### src/rtl/uart_loader_pkg.sv
// Shared definitions for the UART file loader: FSM encoding, protocol bytes
// and header length.
package uart_loader_pkg;

  typedef enum logic [2:0] {
    ST_IDLE  = 3'd0,
    ST_REQ   = 3'd1,
    ST_SIZE  = 3'd2,
    ST_DATA  = 3'd3,
    ST_WRITE = 3'd4,
    ST_DRAIN = 3'd5,
    ST_FIN   = 3'd6
  } state_t;

  localparam logic [7:0] REQ_SEND = 8'h02;
  localparam logic [7:0] REQ_RECV = 8'h03;
  localparam logic [7:0] REQ_END  = 8'h04;

  localparam int HDR_LEN = 4;

endpackage

### src/rtl/byte2word_packer.sv
// Packs a little-endian byte stream into one 32-bit word with per-lane strobes;
// cleared lanes read as zero so a partial final word carries no stale data.
module byte2word_packer (
  input  logic        clk,
  input  logic        resetn,
  input  logic [7:0]  i_byte,
  input  logic        i_valid,
  input  logic        i_flush,
  input  logic        i_clear,
  output logic [31:0] o_word,
  output logic [3:0]  o_strb,
  output logic        o_full
);

  logic [1:0]  r_lane;
  logic [31:0] r_word;
  logic [3:0]  r_strb;

  // NOTE: sequential state is written with <= so every register samples the
  // pre-edge values, independent of statement order.
  always_ff @(posedge clk or negedge resetn) begin
    if (!resetn) begin
      r_lane <= '0;
      r_word <= '0;
      r_strb <= '0;
    end else if (i_clear || i_flush) begin
      r_lane <= '0;
      r_word <= '0;
      r_strb <= '0;
    end else if (i_valid) begin
      r_word[{r_lane, 3'b000} +: 8] <= i_byte;
      r_strb[r_lane]                <= 1'b1;
      r_lane                        <= r_lane + 2'd1;
    end
  end

  assign o_word = r_word;
  assign o_strb = r_strb;
  // High while lane 3 is next: the byte accepted now completes the word.
  assign o_full = (r_lane == 2'd3);

endmodule

### src/rtl/uart_file_loader.sv
// UART file-download engine: sends a request byte, reads a 4-byte LE size,
// then streams the file into memory as 32-bit LE words.
module uart_file_loader
  import uart_loader_pkg::*;
#(
  parameter int ADDR_W   = 32,
  parameter int MAX_SIZE = 2**16
) (
  input  logic              clk,
  input  logic              resetn,
  input  logic              start,
  input  logic [ADDR_W-1:0] base_addr,
  output logic              busy,
  output logic              done,
  output logic              err,
  output logic [31:0]       file_size,
  output logic              tx_valid,
  output logic [7:0]        tx_data,
  input  logic              tx_ready,
  input  logic              rx_valid,
  input  logic [7:0]        rx_data,
  output logic              rx_ready,
  output logic              mem_valid,
  output logic [ADDR_W-1:0] mem_addr,
  output logic [31:0]       mem_wdata,
  output logic [3:0]        mem_wstrb,
  input  logic              mem_ready
);

  localparam logic [31:0] MAX_SIZE_W = 32'(MAX_SIZE);

  state_t            r_state;
  state_t            w_state_next;
  logic [ADDR_W-1:0] r_addr;
  logic [31:0]       r_cnt;
  logic [31:0]       r_file_size;
  logic [1:0]        r_hdr_idx;
  logic              r_err;

  logic              w_last_hdr;
  logic              w_last_byte;
  logic [31:0]       w_size_next;
  logic [31:0]       w_cnt_inc;
  logic              w_pk_valid;
  logic              w_pk_flush;
  logic              w_pk_clear;
  logic              w_pk_full;

  assign w_last_hdr  = (r_hdr_idx == 2'(HDR_LEN - 1));
  assign w_size_next = {rx_data, r_file_size[23:0]};
  assign w_cnt_inc   = r_cnt + 32'd1;
  assign w_last_byte = (w_cnt_inc == r_file_size);

  assign w_pk_valid  = (r_state == ST_DATA) && rx_valid;
  assign w_pk_flush  = (r_state == ST_WRITE) && mem_ready;
  assign w_pk_clear  = (r_state == ST_IDLE) && start;

  always_ff @(posedge clk or negedge resetn) begin
    if (!resetn) r_state <= ST_IDLE;
    else         r_state <= w_state_next;
  end

  // NOTE: every signal driven here gets a default before the case, so no
  // state/input combination can leave one unassigned and infer a latch.
  always_comb begin
    w_state_next = r_state;
    busy         = (r_state != ST_IDLE);
    done         = 1'b0;
    tx_valid     = 1'b0;
    tx_data      = '0;
    rx_ready     = 1'b0;
    mem_valid    = 1'b0;
    case (r_state)
      ST_IDLE: if (start) w_state_next = ST_REQ;
      ST_REQ: begin
        tx_valid = 1'b1;
        tx_data  = REQ_SEND;
        if (tx_ready) w_state_next = ST_SIZE;
      end
      ST_SIZE: begin
        rx_ready = 1'b1;
        if (rx_valid && w_last_hdr) begin
          if (w_size_next == '0)             w_state_next = ST_FIN;
          else if (w_size_next > MAX_SIZE_W) w_state_next = ST_DRAIN;
          else                               w_state_next = ST_DATA;
        end
      end
      ST_DATA: begin
        rx_ready = 1'b1;
        if (rx_valid && (w_pk_full || w_last_byte)) w_state_next = ST_WRITE;
      end
      ST_WRITE: begin
        mem_valid = 1'b1;
        if (mem_ready) w_state_next = (r_cnt == r_file_size) ? ST_FIN : ST_DATA;
      end
      ST_DRAIN: begin
        rx_ready = 1'b1;
        if (rx_valid && w_last_byte) w_state_next = ST_IDLE;
      end
      ST_FIN: begin
        done         = 1'b1;
        w_state_next = ST_IDLE;
      end
      default: w_state_next = ST_IDLE;
    endcase
  end

  always_ff @(posedge clk or negedge resetn) begin
    if (!resetn) begin
      r_addr      <= '0;
      r_cnt       <= '0;
      r_file_size <= '0;
      r_hdr_idx   <= '0;
      r_err       <= 1'b0;
    end else begin
      r_err <= 1'b0;
      case (r_state)
        ST_IDLE: if (start) begin
          r_addr    <= {base_addr[ADDR_W-1:2], 2'b00};
          r_cnt     <= '0;
          r_hdr_idx <= '0;
        end
        ST_SIZE: if (rx_valid) begin
          r_file_size[{r_hdr_idx, 3'b000} +: 8] <= rx_data;
          r_hdr_idx <= r_hdr_idx + 2'd1;
          r_err     <= w_last_hdr && (w_size_next > MAX_SIZE_W);
        end
        // Oversized files are counted through DRAIN so the host stream stays in sync.
        ST_DATA, ST_DRAIN: if (rx_valid) r_cnt <= w_cnt_inc;
        ST_WRITE: if (mem_ready) r_addr <= r_addr + ADDR_W'(4);
        default: ;
      endcase
    end
  end

  byte2word_packer u_packer (
    .clk     (clk),
    .resetn  (resetn),
    .i_byte  (rx_data),
    .i_valid (w_pk_valid),
    .i_flush (w_pk_flush),
    .i_clear (w_pk_clear),
    .o_word  (mem_wdata),
    .o_strb  (mem_wstrb),
    .o_full  (w_pk_full)
  );

  assign file_size = r_file_size;
  assign err       = r_err;
  assign mem_addr  = r_addr;

endmodule

### config.mk
export PLATFORM = sky130hd
export DESIGN_NAME = uart_file_loader
export DESIGN_NICKNAME = d
export VERILOG_FILES = /design/src/rtl/uart_loader_pkg.sv /design/src/rtl/byte2word_packer.sv /design/src/rtl/uart_file_loader.sv
export SDC_FILE = /design/constraint.sdc
export NUM_CORES = 1
export LEC_CHECK = 0
export ABC_AREA = 1
export CORE_MARGIN = 1.5
export CORE_UTILIZATION = 45
export DETAILED_ROUTE_END_ITERATION = 10
export PLACE_DENSITY = 0.76
export SYNTH_ARGS = -nofsm -noshare
export SYNTH_HDL_FRONTEND = slang
export SYNTH_SLANG_ARGS = --single-unit
### constraint.sdc
create_clock -name clk -period 2.9 [get_ports clk]
set_input_delay 0.435 -clock clk [delete_from_list [all_inputs] [get_ports clk]]
set_output_delay 0.435 -clock clk [all_outputs]
set_load 0.05 [all_outputs]
Yosys cells after proc, flatten, opt, wreduce, memory -nomap -nowiden

Index checks and enable logic that the tools add are counted.

Multiplexer cells: 36
Order comparisons: 3
Equal/unequal tests: 18
Reductions and logical operators: 24
Bitwise operators: 1
Add/sub/neg operators: 6
Shifts and indexed selects: 4

Operator list:

| cell                     | count |
|---|---|
| $mux W32                 | 6 |
| $pmux W32 S2             | 2 |
| $bwmux W32               | 2 |
| $eq A32 B32 Y1           | 2 |
| $shift A8 B7 Y32 const A | 2 |
| $shiftx A8 B7 Y32        | 2 |
| $add A32 B1 Y32 const B  | 1 |
| $add A32 B3 Y32 const B  | 1 |
| $gt A32 B17 Y1 const B   | 1 |
| $logic_not A32 Y1        | 1 |
| $mux W3                  | 9 |
| $pmux W3 S6              | 1 |
| $ne A2 B2 Y1 const B     | 7 |
| $neg A5 Y7               | 2 |
| $mux W2                  | 5 |
| $eq A3 B3 Y1 const B     | 3 |
| $reduce_and A3 Y1        | 3 |
| $logic_and A1 B1 Y1      | 8 |
| $mux W4                  | 2 |
| $reduce_bool A2 Y1       | 4 |
| $mux W1                  | 7 |
| $eq A3 B2 Y1 const B     | 2 |
| $reduce_and A6 Y1        | 1 |
| $add A2 B1 Y2 const B    | 2 |
| other kinds (14)         | 16 |

Register bits: 140
Output and inout bits: 114
Word-level logic and storage cells: 101

Depth between registers and ports, before layout

Depth in word-level cells: 7
Gate-level depth with buffers: 18
Mapped depth without buffers: 18

Cells and area by module

From an unflattened synthesis, not the netlist that was laid out.

Cells, all modules: 1216
Area, all modules: 8846.0 um^2

Modules (own cells, without submodules):

| module           | instances | area each (um^2) | cells an instance | seq. area each (um^2) |
|---|---|---|---|---|
| uart_file_loader | 1         | 6985.4           | 984               | 2502.4 |
| byte2word_packer | 1         | 1860.5           | 232               | 950.9 |

Worst setup path before layout

OpenSTA, ideal clock, no wires.

Path type: register to register
Start point: register r_addr[2] (netlist: mem_addr[2])
End point: register r_addr[30] (netlist: mem_addr[30])
Stages on the path, launching flop included: 13
Clock period less this slack: 2448 ps
Arrival time: 2327 ps
Setup slack: 452 ps
Setup time: 121 ps
Buffers on the path: 0
Cell sequence: dfrtp_1 -> ha_1 -> nand2_1 -> nor2_1 -> nand3_1 -> nor2_1 -> nand4_1 -> nor3_2 -> nand3_1 -> nor2_1 -> xor2_1 -> o21bai_1 -> nand2_1

Cells in the longest elaborated chain, start to end: 3

Ends and longest elaborated chain:

| element                | RTL line                | RTL |
|---|---|---|
| start, declared        | uart_file_loader.sv:34  | `logic [ADDR_W-1:0] r_addr;` |
| start signal, assigned | uart_file_loader.sv:119 | `r_addr <= {base_addr[ADDR_W-1:2], 2'b00};` |
| start signal, assigned | uart_file_loader.sv:130 | `ST_WRITE: if (mem_ready) r_addr <= r_addr + ADDR_W'(4);` |
| $add A32 B3 Y32        | uart_file_loader.sv:130 |  |
| $mux W32               | uart_file_loader.sv:130 |  |
| $pmux W32 S2           | uart_file_loader.sv:117 | `case (r_state)` |

Every way passes these cells. The select of a mux whose other input is x is not followed.
A chain may end at the register's enable or synchronous reset.

Final worst setup path

Start point: register r_state[2]
End point: output rx_ready

Cells in the longest elaborated chain, start to end: 3
Elaborated cells on any way between the ends: 5
Classes of those cells: eq/ne: 3; mux: 1; reduce/logical: 1

Ends and longest elaborated chain:

| element                                             | RTL line               | RTL |
|---|---|---|
| start, declared                                     | uart_file_loader.sv:32 | `state_t r_state;` |
| start signal, assigned                              | uart_file_loader.sv:60 | `else r_state <= w_state_next;` |
| $eq A3 B2 Y1 / $eq A3 B3 Y1 (equally long branches) | uart_file_loader.sv:73 | `case (r_state)` |
| $reduce_or A3 Y1 (no source line) (*)               | -                      |  |
| $mux W1 (*)                                         | uart_file_loader.sv:73 |  |
| end, declared                                       | uart_file_loader.sv:22 | `output logic rx_ready,` |

Every way passes the cells marked *; elsewhere a longest branch is shown, timed or not.

==> metrics.csv <==
stage,metric,value,unit
sta,Least-Margin Pin Slew,1.096,ns
detailed_routing,1st-pass router iterations,5,
sta,period utilisation layout,0.9410,
power,Max VDD drop,686.9,uV
cts,count of H-tree levels built during CTS,4,
sta,Final Max Tran Viols,0,
cts,library cell used as clock root buffer,sky130_fd_sc_hd__clkbuf_16,
final_layout,share of final-layout standard cells stronger than drive strength 1,0.07908,
final_layout,number of inserted diodes,0,
detailed_routing,remaining number of nets flagged by the antenna check after routing,0,
die,Core Box Area,0.01883,sq mm
sta,Finish-stage setup viols,0,
grt,largest net degree at the start of global routing,65,
detailed_routing,Vias,8686,
sta,WHS,-0.0002737,ns
setup_path,crit path from,r_state[2]$_DFFE_PN0P_,
grt,first-pass GRT wire length,42640,microns
yosys,Post-Syn Area,0.008715,sq mm
setup_path,Critical Path Sink Type,output pin,
grt,total global routing track utilization,0.2719,
die,initial core utilization,0.4628,
final_layout,post-layout instance count excluding filler cells,1613,
sta,final number of hold-violating endpoints,1,
status,outcome,"complete, but fails checks",
detailed_routing,per-cell via count in the routed design,5.385,
final_layout,synthesis-to-layout area growth,27.11,%
grt,gr ovfl total,0,
final_layout,most frequent cells in the layout,"sky130_fd_sc_hd__nand2_1 (280), sky130_fd_sc_hd__clkdlybuf4s50_1 (146), sky130_fd_sc_hd__inv_1 (142), sky130_fd_sc_hd__dfrtp_1 (138), sky130_fd_sc_hd__nand3_1 (106)",
die,die area,0.02021,sq mm
grt,vias in the first global route,8221,
placement,Placer Congestion,0.9634,
yosys,Yosys warning count,0,
job,maximum capacitance violations,0,
sta,Setup TNS Final,0,ns
cts,maximum number of buffers from clock root to sink,2,
final_layout,finished layout cell area,0.01108,sq mm
die,DIE HEIGHT,142.2,microns
placement,dpl hpwl,19860,microns
final_layout,"most common cell after layout, fill and taps aside",sky130_fd_sc_hd__nand2_1,
yosys,post-synthesis instance total,1188,
final_layout,net count of the finished layout,1401,
placement,dpl cells,1581,
placement,buffers added on ports,148,
power,Power Dens Cells,965.3,mW/mm^2
setup_path,kind of start point of the critical path,flip-flop,
power,leakage component of the power,5.054,nW
setup_path,critical path start-end classification,flip-flop to output pin,
yosys,register area share after synthesis,0.3963,
sta,unrepaired setup endpoints after global routing,false,
detailed_routing,starting DRC count in detailed routing,680,
final_layout,fill count,1709,
setup_path,arrival time at the worst endpoint,2.29,ns
placement,placement-stage cell area,0.01050,sq mm
setup_path,reg-to-reg critical path startpoint,mem_addr[2]$_DFFE_PN0P_,
sta,highest achievable clock rate,0.3665,GHz
cts,clock buffer count from CTS,17,
hold_path,type of the worst min-delay path,input port to asynchronous set/reset pin,
cts,clock net sink count,138,
cts,clock transition at the registers of the reported paths,0.06,ns
die,count of pins on the block boundary,160,
die,placement row count,50,
sta,post-route clock skew,0.01204,ns
yosys,mean instance size in the synthesized netlist,7.336,sq um
sta,Max transition margin,0.2692,
setup_path,CP required,2.47,ns
cts,TritonCTS clock tree,yes,
sta,fin crit period,2.729,ns
detailed_routing,aggregate routed wire length,26840,microns
yosys,Synth Register Bits,138,
grt,number of antenna violations at the first check in global routing,0,
detailed_routing,DRC violation count after routing,0,
setup_path,highest net fanout along the worst path,6,
cts,number of cells upsized or downsized after cts,0,
status,violations in the final reports,negative hold slack,
detailed_routing,routed wire length per instance,16.64,microns
cts,"Clk Latency, worst-skew pair",0.43,ns
yosys,number of distinct library cells after synthesis,44,
die,Die Width,142.2,microns
cts,number of hold buffers added after cts,0,
cts,postcts setup bufs,0,
## synth_stat cells, drive strengths merged
library cell | n | area share
a21oi | 37 | 0.022
a221oi | 1 | 0.0010
a31oi | 6 | 0.0043
a32oi | 2 | 0.0020
buf | 21 | 0.016
clkbuf | 22 | 0.0095
clkinv | 3 | 0.0013
conb | 1 | 0.00043
dfrtp | 138 | 0.40
ha | 15 | 0.022
inv | 145 | 0.062
mux2i | 1 | 0.0011
nand2 | 291 | 0.13
nand3 | 114 | 0.070
nand3b | 5 | 0.0043
nand4 | 32 | 0.023
nor2 | 122 | 0.065
nor3 | 21 | 0.013
nor3b | 2 | 0.0017
nor4 | 7 | 0.0050
o211ai | 6 | 0.0052
o21ai | 99 | 0.057
o21bai | 2 | 0.0017
o22ai | 17 | 0.012
o31ai | 8 | 0.0069
o32ai | 2 | 0.0020
o41ai | 12 | 0.012
or2 | 9 | 0.0065
xnor2 | 8 | 0.0080
xor2 | 39 | 0.040
## per-layer routing
layer,up-vias,share of wire,track usage
li1,4213,-,-
met1,4040,0.44,0.3744
met2,389,0.46,0.4298
met3,44,0.082,0.05417
met4,0,0.022,0.09007
met5,-,0,0
## worst paths after layout
path	cells past startpoint	slack, ns	end
worst max-delay path	6	0.17	rx_ready
worst min-delay path	1	-0.0003	r_cnt[4]$_DFFE_PN0P_
worst max register to register	12	0.44	mem_addr[30]$_DFFE_PN0P_
worst min register to register	2	0.49	u_packer.o_word[12]$_DFFE_PN0P_
max in group asynchronous	2	2.18	file_size[16]$_DFFE_PN0P_
min in group clk	2	0.49	u_packer.o_word[12]$_DFFE_PN0P_
## per-stage QoR
stage	util	power [W]	hold slack, ns	setup WS (ns)
3_3_place_gp	0.5576	0.008392	0.4758	0.5029
5_1_grt	0.5882	0.01129	0.04684	0.03644
2_1_floorplan	-	0.006615	0.1394	0.4520
6_report	0.5882	0.01069	-0.0002737	0.1712
4_1_cts	0.5882	0.01066	0.03938	0.1532
3_5_place_dp	0.5576	0.008467	0.4697	0.4540
## report_power, final
part | leakage [nW] | internal, W | switching (W)
clock | 0.273 | 0.00122 | 0.000952
sequential | 1.82 | 0.00239 | 0.000645
combinational | 2.96 | 0.00167 | 0.00381
## logic make-up (layout without fill, tap and decap cells)
family / count (synthesis) / after routing / synth area share
xor gates and xnor gates: 47 / 47 / 0.04810
adders and majority gates: 15 / 15 / 0.02154
and+or+nand+nor: 603 / 603 / 0.3179
AOI/OAI and AO/OA: 192 / 192 / 0.1259
other: 1 / 9 / 0.0004303
buffers and inverters: 191 / 348 / 0.08873
muxes: 1 / 1 / 0.001149
DFF: 138 / 138 / 0.3963
## critical path, cell delays in order, from the launching register on
cell and delay, ns:
sky130_fd_sc_hd__dfrtp_1 0.43, sky130_fd_sc_hd__inv_1 0.14, sky130_fd_sc_hd__nand3_1 0.16, sky130_fd_sc_hd__nand2_1 0.12
sky130_fd_sc_hd__inv_1 0.11, sky130_fd_sc_hd__nand2_1 0.09, sky130_fd_sc_hd__clkdlybuf4s50_1 0.82
## flip-flops by register name (all words and copies together), names as in the netlist
name and count:
u_packer.o_word 32, err 1, r_hdr_idx 2, file_size 32
r_cnt 32, mem_addr 30, u_packer.o_strb 4, u_packer.r_lane 2
r_state 3
## area by class of cell
type	count	area (sq um)	area share
Clock buffer	19	442.9	0.03999
Tap cell	260	325.3	0.02937
Timing Repair Buffer	168	1643	0.1483
Sequential cell	138	3453	0.3118
Inverter	148	555.5	0.05015
Clock inverter	13	133.9	0.01209
Multi-Input combinational cell	867	4523	0.4083
No activity file was read; power rests on OpenSTA's default activity.
